[src/rtl/multicycle_ctrl.sv]
// Multicycle control FSM for the 16-bit MIPS-style datapath.
// Sequences fetch/decode/execute/memory/writeback one phase per cycle, handshakes
// with the shared memory port, faults on a stalled bus and counts retired instructions.
module multicycle_ctrl #(
    parameter int unsigned MEM_TIMEOUT = 255,
    parameter int unsigned COUNT_WIDTH = 16
) (
    input  logic                   clk,
    input  logic                   reset,
    input  logic [15:0]            instruction,
    input  logic                   zero,
    input  logic                   memReady,
    output logic                   regWrite,
    output logic [1:0]             regDst,
    output logic [1:0]             memToReg,
    output logic [1:0]             jump,
    output logic [1:0]             aluSrc,
    output logic                   pcSrc,
    output logic [2:0]             aluCtrl,
    output logic                   irWrite,
    output logic                   pcEn,
    output logic                   memReq,
    output logic                   memWe,
    output logic                   halted,
    output logic                   illegal,
    output logic                   busErr,
    output logic [COUNT_WIDTH-1:0] instrCount
);

    localparam logic [3:0] OP_R    = 4'h0;
    localparam logic [3:0] OP_ADDI = 4'h1;
    localparam logic [3:0] OP_LW   = 4'h2;
    localparam logic [3:0] OP_SW   = 4'h3;
    localparam logic [3:0] OP_BEQ  = 4'h4;
    localparam logic [3:0] OP_J    = 4'h5;
    localparam logic [3:0] OP_JAL  = 4'h6;
    localparam logic [3:0] OP_HALT = 4'hF;

    // Last wait-counter value at which a still-missing memReady becomes a fault.
    localparam logic [15:0] WAIT_LAST = 16'(MEM_TIMEOUT - 1);

    typedef enum logic [2:0] {
        S_FETCH, S_DECODE, S_EXEC, S_MEM, S_WB, S_HALT, S_ILLEGAL, S_FAULT
    } state_t;

    state_t                 r_state;
    logic [15:0]            r_wait;
    logic [COUNT_WIDTH-1:0] r_count;

    logic [3:0] w_op;
    logic [2:0] w_funct;
    logic       w_legal;
    logic       w_timeout;
    logic       w_unused_fields;

    assign w_op            = instruction[15:12];
    assign w_funct         = instruction[2:0];
    assign w_unused_fields = ^instruction[11:3];
    // Only opcodes 0..6 are executable; R-type additionally needs funct 0..4.
    assign w_legal   = (w_op <= OP_JAL) && ((w_op != OP_R) || (w_funct <= 3'd4));
    // Raised on the last permitted stall cycle; a same-cycle memReady wins.
    assign w_timeout = (r_state == S_FETCH || r_state == S_MEM) && !memReady
                       && (r_wait == WAIT_LAST);

    // State sequencing, bus-wait counter and retire counter.
    always_ff @(posedge clk) begin
        if (!reset) begin
            r_state <= S_FETCH;
            r_wait  <= '0;
            r_count <= '0;
        end else begin
            case (r_state)
                S_FETCH, S_MEM: begin
                    if (memReady) begin
                        r_wait <= '0;
                        if (r_state == S_FETCH) begin
                            r_state <= S_DECODE;
                        end else if (w_op == OP_LW) begin
                            r_state <= S_WB;
                        end else begin
                            r_state <= S_FETCH;
                            r_count <= r_count + COUNT_WIDTH'(1);
                        end
                    end else if (w_timeout) begin
                        r_state <= S_FAULT;
                    end else begin
                        r_wait <= r_wait + 16'd1;
                    end
                end
                S_DECODE: begin
                    if (w_op == OP_HALT)  r_state <= S_HALT;
                    else if (!w_legal)    r_state <= S_ILLEGAL;
                    else                  r_state <= S_EXEC;
                end
                S_EXEC: begin
                    r_wait <= '0;
                    case (w_op)
                        OP_R, OP_ADDI: r_state <= S_WB;
                        OP_LW, OP_SW:  r_state <= S_MEM;
                        default: begin
                            r_state <= S_FETCH;
                            r_count <= r_count + COUNT_WIDTH'(1);
                        end
                    endcase
                end
                S_WB: begin
                    r_wait  <= '0;
                    r_state <= S_FETCH;
                    r_count <= r_count + COUNT_WIDTH'(1);
                end
                default: r_state <= r_state;
            endcase
        end
    end

    // Control decode from the current phase and the instruction; silent while reset is held.
    always_comb begin
        regWrite = 1'b0;
        regDst   = 2'b00;
        memToReg = 2'b00;
        jump     = 2'b00;
        aluSrc   = 2'b00;
        pcSrc    = 1'b0;
        aluCtrl  = 3'b000;
        irWrite  = 1'b0;
        pcEn     = 1'b0;
        memReq   = 1'b0;
        memWe    = 1'b0;
        halted   = 1'b0;
        illegal  = 1'b0;
        busErr   = 1'b0;
        if (reset) begin
            aluCtrl = 3'b010;
            case (r_state)
                S_FETCH: begin
                    memReq  = 1'b1;
                    irWrite = memReady;
                    pcEn    = memReady;
                end
                S_EXEC: begin
                    case (w_op)
                        OP_R: begin
                            case (w_funct)
                                3'd1:    aluCtrl = 3'b110;
                                3'd2:    aluCtrl = 3'b000;
                                3'd3:    aluCtrl = 3'b001;
                                3'd4:    aluCtrl = 3'b111;
                                default: aluCtrl = 3'b010;
                            endcase
                        end
                        OP_ADDI, OP_LW, OP_SW: aluSrc = 2'b01;
                        OP_BEQ: begin
                            aluCtrl = 3'b110;
                            pcSrc   = 1'b1;
                            pcEn    = zero;
                        end
                        OP_J: begin
                            jump = 2'b01;
                            pcEn = 1'b1;
                        end
                        OP_JAL: begin
                            jump     = 2'b01;
                            pcEn     = 1'b1;
                            regWrite = 1'b1;
                            regDst   = 2'b10;
                            memToReg = 2'b10;
                        end
                        default: ;
                    endcase
                end
                S_MEM: begin
                    // Keep the EXEC address path so the memory address stays stable.
                    memReq = 1'b1;
                    memWe  = (w_op == OP_SW);
                    aluSrc = 2'b01;
                end
                S_WB: begin
                    regWrite = 1'b1;
                    regDst   = (w_op == OP_R)  ? 2'b01 : 2'b00;
                    memToReg = (w_op == OP_LW) ? 2'b01 : 2'b00;
                end
                S_HALT:    halted  = 1'b1;
                S_ILLEGAL: illegal = 1'b1;
                S_FAULT:   busErr  = 1'b1;
                default: ;
            endcase
        end
    end

    assign instrCount = r_count;

endmodule

[config.mk]
export PLATFORM = sky130hd
export DESIGN_NAME = multicycle_ctrl
export DESIGN_NICKNAME = d
export VERILOG_FILES = /design/src/rtl/multicycle_ctrl.sv
export SDC_FILE = /design/constraint.sdc
export NUM_CORES = 1
export LEC_CHECK = 0
export ABC_AREA = 1
export BUFFER_PORTS_ARGS = -buffer_cell sky130_fd_sc_hd__clkbuf_2
export CAP_MARGIN = 20
export CORE_MARGIN = 3
export CORE_UTILIZATION = 45
export CTS_CLUSTER_SIZE = 14
export DETAILED_ROUTE_END_ITERATION = 10
export PLACE_DENSITY = 0.68
export SYNTH_ARGS = -nofsm -noshare
export SYNTH_HDL_FRONTEND = slang
export SYNTH_SLANG_ARGS = --single-unit
[constraint.sdc]
create_clock -name clk -period 2.4 [get_ports clk]
set_clock_uncertainty 0.15 [all_clocks]
set_input_delay 0.48 -clock clk [delete_from_list [all_inputs] [get_ports clk]]
set_output_delay 0.48 -clock clk [all_outputs]
set_load 0.02 [all_outputs]
==> metrics.log, run 1 <==
[metrics] result of the run: completed
[metrics] RSZ-0062 raised after global routing: no
[metrics] Total Power: roughly 2.1 mW
[metrics] max-capacitance violation count: 0
[metrics] Die Footprint: 0.00682 mm²
[metrics] routed vias: ~2700
[metrics] flip-flop and latch count after synthesis: 35
[metrics] Lkg Pwr: 1.22 nW
[metrics] largest fanout of any net on the critical path: 3
[metrics] hold worst-path end: instrCount[14]
[metrics] detailed router's first-iteration violation count: 140
[metrics] number of top-level design ports: 56
[metrics] synthesized area divided by synthesized cell count: between 6 and 7 µm²
[metrics] share of layout cells above drive strength 1: 24.1%
[metrics] final hold violation count: 0
[metrics] CTS Root Cell: clkbuf_8
[metrics] CP max stage delay: 0.47 ns
[metrics] cell taking the most area after synthesis: dfxtp_1
[metrics] Post-Syn Area: 0.00264 mm²
[metrics] number of nets in the final layout: between 400 and 500
[metrics] Die H: 82.6 µm
[metrics] biggest area contributors in the synthesized netlist: dfxtp_1 (27%), nand2_1 (13%), nor2_1 (8.7%)
[metrics] worst path cell trace: clkbuf_2 > nor2_1 > nand2_1 > or3b_2 > a21oi_1 > clkbuf_2
[metrics] Synth Instances: 410
[metrics] number of enable-type register cells in the synthesized netlist: 0
[metrics] Layout area overhead: 13.2%
[metrics] Final Critical Period: 2.28 ns
[metrics] Primary FF master, synth: dfxtp_1
[metrics] CTS tree: built
[metrics] detailed placement HPWL: around 4800 µm
[metrics] length of the first detailed-routing pass in iterations: 5
[metrics] number of port buffers: 44
[metrics] source-to-sink clock delay at the later pin of the worst-skew pair: 0.29 ns
[metrics] register-to-register setup slack: 0.41 ns
[metrics] post-detailed-route via-to-cell ratio: 5.04
[metrics] antenna cells: 0
[metrics] die width: 82.6 µm
[metrics] CP max stage cell: or3b_2
[metrics] most frequent standard cell in the layout excluding fill and tap cells: nand2_1
[metrics] final setup violation count: 0
[metrics] wire length per cell after detailed routing: 11.8 µm
[metrics] CTS sink cnt: 35
[metrics] utilization after layout: 53.3%
[metrics] hold depth: 2
[metrics] crit path kind: primary input to output pin
[metrics] startpoint of the worst-slack reg-to-reg timing path: r_state[0]
[metrics] peak clock frequency supported by timing: about 440 MHz
[metrics] DRC violation count after routing: 0
[metrics] share of the yosys chip area belonging to registers: a little over a quarter
[metrics] starting density of the core: between 40 and 50%
[metrics] first-pass GRT wire length: 10600 µm
[metrics] initial antenna violation count: 0
[metrics] clock buffer depth: 2
[metrics] Synthesis Warnings: 0
[metrics] setup TNS after final layout: 0 ns
[metrics] number of buffers inserted to repair setup after CTS: 0
[metrics] Least-Margin Pin Slew: 0.510 ns
[metrics] distinct cell type count after synthesis: 40
[metrics] worst max-slew margin expressed relative to the limit: around 66%
[metrics] type of the most critical hold path: flip-flop to flip-flop
[metrics] endpoint required time on the critical path: 1.77 ns
[metrics] number of placement rows: 27
[metrics] count of antenna-violating nets left after detailed routing: 0
[metrics] most frequent cells in the layout: nand2_1 (94), nor2_1 (61), inv_1 (52)
[metrics] startpoint of the most critical hold path: instrCount[14]
[metrics] endpoint of the lowest-slack register-to-register path: r_wait[2]
[metrics] final weighted congestion of routability-driven global placement: between 0.8 and 0.9
[metrics] share of the cycle needed by the critical path after routing: 94.9%
[metrics] CTS HTree Levels: 2
[metrics] final-layout worst hold slack: 0.343 ns
[metrics] cell seen most often among critical-path stages: clkbuf_2
[metrics] core area: 0.00561 mm²
[metrics] aggregate routed wire length: 6250 µm
[metrics] Final Slew Violations: 0
[metrics] arrival time of the worst setup path: 1.65 ns
[metrics] Worst IR Drop VDD: roughly 0.6 mV
[metrics] async set-or-reset flop fraction in the synthesized netlist: 0%
[metrics] number of global-route vias before repair: approximately 2400
[metrics] total power per unit cell area: 697 mW/mm²
[metrics] TritonCTS buffer count: 5
[metrics] startpoint type of the worst setup path: primary input
[metrics] crit end category: output pin
[metrics] residual overflow from global routing: 0
[metrics] number of cells on the worst reg-to-reg path: 9
[metrics] proportion of netlist area held by the largest area contributor: 26.5%
[metrics] Reg clk slew, reported paths: 0.06 ns
[metrics] GRT Total Usage: 19.5%
[metrics] largest net degree at the start of global routing: 18
[how the worst max path moves through the flow]
stage                          startpoint         end
final                     instruction[12]  aluCtrl[2]
after global routing           r_state[2]   aluSrc[0]
after CTS                      r_state[1]   aluSrc[0]
after detailed placement  instruction[12]  aluCtrl[2]
after global placement    instruction[12]  aluCtrl[2]
after floorplan           instruction[15]  aluCtrl[2]
[routing by layer]
layer / track usage, % / vias up / wire length, µm
li1: - / 1398 / -
met1: 25.7 / 1201 / 3050
met2: 33.3 / 58 / 2870
met3: 4.23 / 4 / 294
met4: 2.94 / 0 / 29
met5: 0 / - / 0
[cell type report]
| class | instances | area, µm² |
|---|---|---|
| Clock buffer | 6 | 72.6 |
| Fill cell | 598 | 2620 |
| Inverter | 56 | 215 |
| Multi-Input combinational cell | 309 | 1640 |
| Sequential cell | 35 | 702 |
| Tap cell | 72 | 90.1 |
| Timing Repair Buffer | 50 | 265 |
[stage by stage]
stage,std cells,instance area (µm²),setup WS [ns]
finish,528,2990,0.122
global route,528,2990,0.0101
CTS,528,2980,0.0100
detailed placement,522,2900,0.121
global placement,522,2900,0.135
floorplan,411,2640,0.0931
[power breakdown]
part	switching [mW]	leakage, nW	internal, mW
combinational	0.719	0.897	0.288
sequential	0.0562	0.283	0.623
clock	0.204	0.0371	0.193
total	0.979	1.22	1.10
[synth_stat cells (3+ instances only)]
cell       n
nand2_1   94
nor2_1    61
inv_1     52
dfxtp_1   35
nand3_1   20
a21oi_1   17
a21oi_2   17
nand2_2   14
o21ai_0   13
nor3_1    12
xor2_1    11
nand4_1   10
nand2_4    4
nor2_2     4
o21ai_1    4
buf_4      3
clkbuf_1   3
ha_1       3
inv_2      3
nor2_4     3
[sequential cells by signal, summed over array words and instances (netlist names)]
register	count
r_wait	16
instrCount	16
r_state	3
[critical path: cells and delay by family]
| family | cells | cell delay (ns) |
|---|---|---|
| simple gates | 3 | 0.75 |
| buf+inv | 2 | 0.28 |
| compound gates | 1 | 0.13 |
[cell families after synthesis]
family | count (synthesis) | synth area share, %
AOI/OAI and AO/OA | 60 | 15.4
xor gates and xnor gates | 13 | 4.31
adders and majority gates | 3 | 1.42
buffers and inverters | 67 | 11.8
DFF | 35 | 26.5
other | 1 | 0.142
and+or+nand+nor | 231 | 40.4
[timing repair]
action / in CTS / in global routing
gates resized for setup: 0 / 4
setup endpoints to repair: 0 / 2
hold buffers: 0 / 0
No activity file was read; power rests on OpenSTA's default activity.
==> inputs of run 2 (changes only) <==
--- a/config.mk
+++ b/config.mk
@@ -9,10 +9,10 @@
 export BUFFER_PORTS_ARGS = -buffer_cell sky130_fd_sc_hd__clkbuf_2
 export CAP_MARGIN = 20
 export CORE_MARGIN = 3
-export CORE_UTILIZATION = 45
+export CORE_UTILIZATION = 55
 export CTS_CLUSTER_SIZE = 14
 export DETAILED_ROUTE_END_ITERATION = 10
-export PLACE_DENSITY = 0.68
+export PLACE_DENSITY = 0.8
 export SYNTH_ARGS = -nofsm -noshare
 export SYNTH_HDL_FRONTEND = slang
 export SYNTH_SLANG_ARGS = --single-unit
==> run 2 against run 1 <==
Die area fell by 17%. Sequential power barely moved. Core utilization rose by 13 points. Worst setup slack got worse by 0.025 ns. Total power rose by 6.8%. Critical path depth rose by 2. Via count rose by 3.2%. Global-route usage rose by 4.3 points. Largest power group unchanged. Clock power rose by 30%.
==> metrics.log, run 2 (synthesis results as in run 1) <==
[metrics] result of the run: completed
[metrics] CTS Root Cell: clkbuf_8
[metrics] Worst IR Drop VDD: 0.601 mV
[metrics] type of the most critical hold path: flip-flop to flip-flop
[metrics] total power per unit cell area: 740 mW/mm²
[metrics] CTS tree: built
[metrics] P_int: between 1 and 1.5 mW
[metrics] Final Slew Violations: 0
[metrics] net switching power of the design: ~990 µW
[metrics] max-capacitance violation count: 0
[metrics] CTS sink cnt: 35
[metrics] GRT Total Usage: 23.8%
[metrics] clock buffer depth: 2
[metrics] die width: around 75 µm
[metrics] endpoint required time on the critical path: 1.77 ns
[metrics] number of port buffers: 44
[metrics] number of buffers inserted to repair setup after CTS: 0
[metrics] DRC violation count after routing: 0
[metrics] routing usage on met3: 4.27%
[metrics] GR Layer Usage met2: between 30% and 40%
[metrics] setup TNS after final layout: 0 ns
[metrics] antenna cells: 0
[metrics] largest net degree at the start of global routing: 17
[metrics] number of placement rows: 24
[metrics] Combinational Power Share: approximately 46%
[metrics] Final Critical Period: 2.30 ns
[metrics] startpoint type of the worst setup path: flip-flop
[metrics] initial antenna violation count: 0
[metrics] Die Footprint: 0.00567 mm²
[metrics] length of the first detailed-routing pass in iterations: 4
[metrics] starting density of the core: 58.6%
[metrics] number of global-route vias before repair: around 2400
[metrics] fraction of power consumed by the clock network: 23.2%
[metrics] routed vias: approximately 2700
[metrics] arrival time of the worst setup path: 1.67 ns
[metrics] final-layout worst hold slack: 0.353 ns
[metrics] crit path kind: flip-flop to output pin
[metrics] detailed placement HPWL: 4680 µm
[metrics] RSZ-0062 raised after global routing: no
[metrics] post-detailed-route via-to-cell ratio: 5.37
[metrics] share of layout cells above drive strength 1: 24.6%
[metrics] crit end category: output pin
[metrics] number of top-level design ports: 56
[metrics] core area: 0.00450 mm²
[metrics] share of total power consumed by net switching: between 40 and 50%
[metrics] count of antenna-violating nets left after detailed routing: 0
[metrics] Hold Buf Count CTS: 0
[metrics] TritonCTS buffer count: 5
[metrics] aggregate routed wire length: 6310 µm
[metrics] peak clock frequency supported by timing: 434 MHz
[metrics] met1 layer usage reported by global route: ~32%
[metrics] residual overflow from global routing: 0
[metrics] source-to-sink clock delay at the later pin of the worst-skew pair: between 0.2 and 0.3 ns
[metrics] portion of total power attributed to sequential cells: 30.6%
[metrics] worst path cell trace: inv_2 > nand2_1 > nor2_4 > nand2_2 > inv_1 > nand2_1 > a21oi_1 > buf_4
[metrics] first-pass GRT wire length: 10600 µm
[metrics] most frequent cells in the layout: nand2_1 (93), nor2_1 (61), inv_1 (52)
[metrics] family with the most delay on the worst path: simple AND/OR/NAND/NOR gates
[metrics] buffers plus inverters on the worst setup path: 3
[metrics] final hold violation count: 0
[metrics] share of the cycle needed by the critical path after routing: 96.0%
[metrics] Reg clk slew, reported paths: 0.07 ns
[metrics] final weighted congestion of routability-driven global placement: 0.877
[metrics] routing layer with the top usage in global route: met2
[metrics] Layout area overhead: 13.9%
[metrics] final setup violation count: 0
[metrics] largest fanout of any net on the critical path: 6
[metrics] Die H: 75.3 µm
[metrics] detailed router's first-iteration violation count: 137
[metrics] Lkg Pwr: 1.24 nW
[metrics] CP max stage delay: about 0.34 ns
[metrics] CTS HTree Levels: 2
[metrics] most frequent standard cell in the layout excluding fill and tap cells: nand2_1
[metrics] cell seen most often among critical-path stages: nand2_1
[metrics] number of nets in the final layout: 482
[metrics] wire length per cell after detailed routing: between 10 and 15 µm
[metrics] CP max stage cell: dfxtp_1
[run 2: layer usage]
metal / vias to the layer above / wire length [µm]
met1: 1244 / 2990
met5: - / 0
met2: 101 / 2870
met3: 5 / 403
met4: 0 / 53
li1: 1395 / -
[run 2: power groups by stage]
stage          Clock (mW)  Sequential (mW)  Combinational [mW]
3_5_place_dp            0            0.688                1.01
6_report            0.516            0.682                1.03
4_1_cts             0.522            0.679                1.02
2_1_floorplan           0            0.691               0.879
5_1_grt             0.549            0.688                1.13
3_3_place_gp            0            0.687               0.994
[run 2: cell type report]
| type | count | area (µm²) |
|---|---|---|
| clock buffers | 6 | 72.6 |
| flip-flops and latches | 35 | 702 |
| fillers | 406 | 1500 |
| clock inverters | 1 | 30.0 |
| well taps | 52 | 65.1 |
| multi-input cells | 309 | 1640 |
| repair buffers | 52 | 283 |
| inverters | 56 | 215 |
[run 2: tightest hold or removal path, stage by stage, from the launching register on]
cell     delay (ns)
dfxtp_1        0.33
nand2_1        0.08
a21oi_2        0.05
[run 2: worst paths after layout]
check	startpoint	to	slack, ns	depth (start not counted)
min	instrCount[14]	instrCount[14]	0.35	2
max reg2reg	r_state[0]	instrCount[4]	0.47	8
max	r_state[2]	aluSrc[0]	0.1	8
min reg2reg	instrCount[14]	instrCount[14]	0.35	2
[run 2: per-stage QoR]
step / setup WS, ns / cell area (µm²) / instances / power (mW) / utilization [%]
floorplan: 0.0931 / 2640 / 411 / 1.57 / -
global placement: 0.159 / 2890 / 504 / 1.68 / 64.2
detailed placement: 0.151 / 2890 / 504 / 1.70 / 64.2
CTS: 0.0377 / 3000 / 511 / 2.22 / 66.6
global route: 0.00433 / 3010 / 511 / 2.37 / 66.8
finish: 0.0964 / 3010 / 511 / 2.23 / 66.8
[run 2: what timing repair did]
| action | 4_1_cts | 5_1_grt |
|---|---|---|
| pin swaps | 0 | 1 |
| gates cloned | 0 | 0 |
| setup endpoints to repair | 1 | 1 |
| gates resized for setup | 1 | 4 |
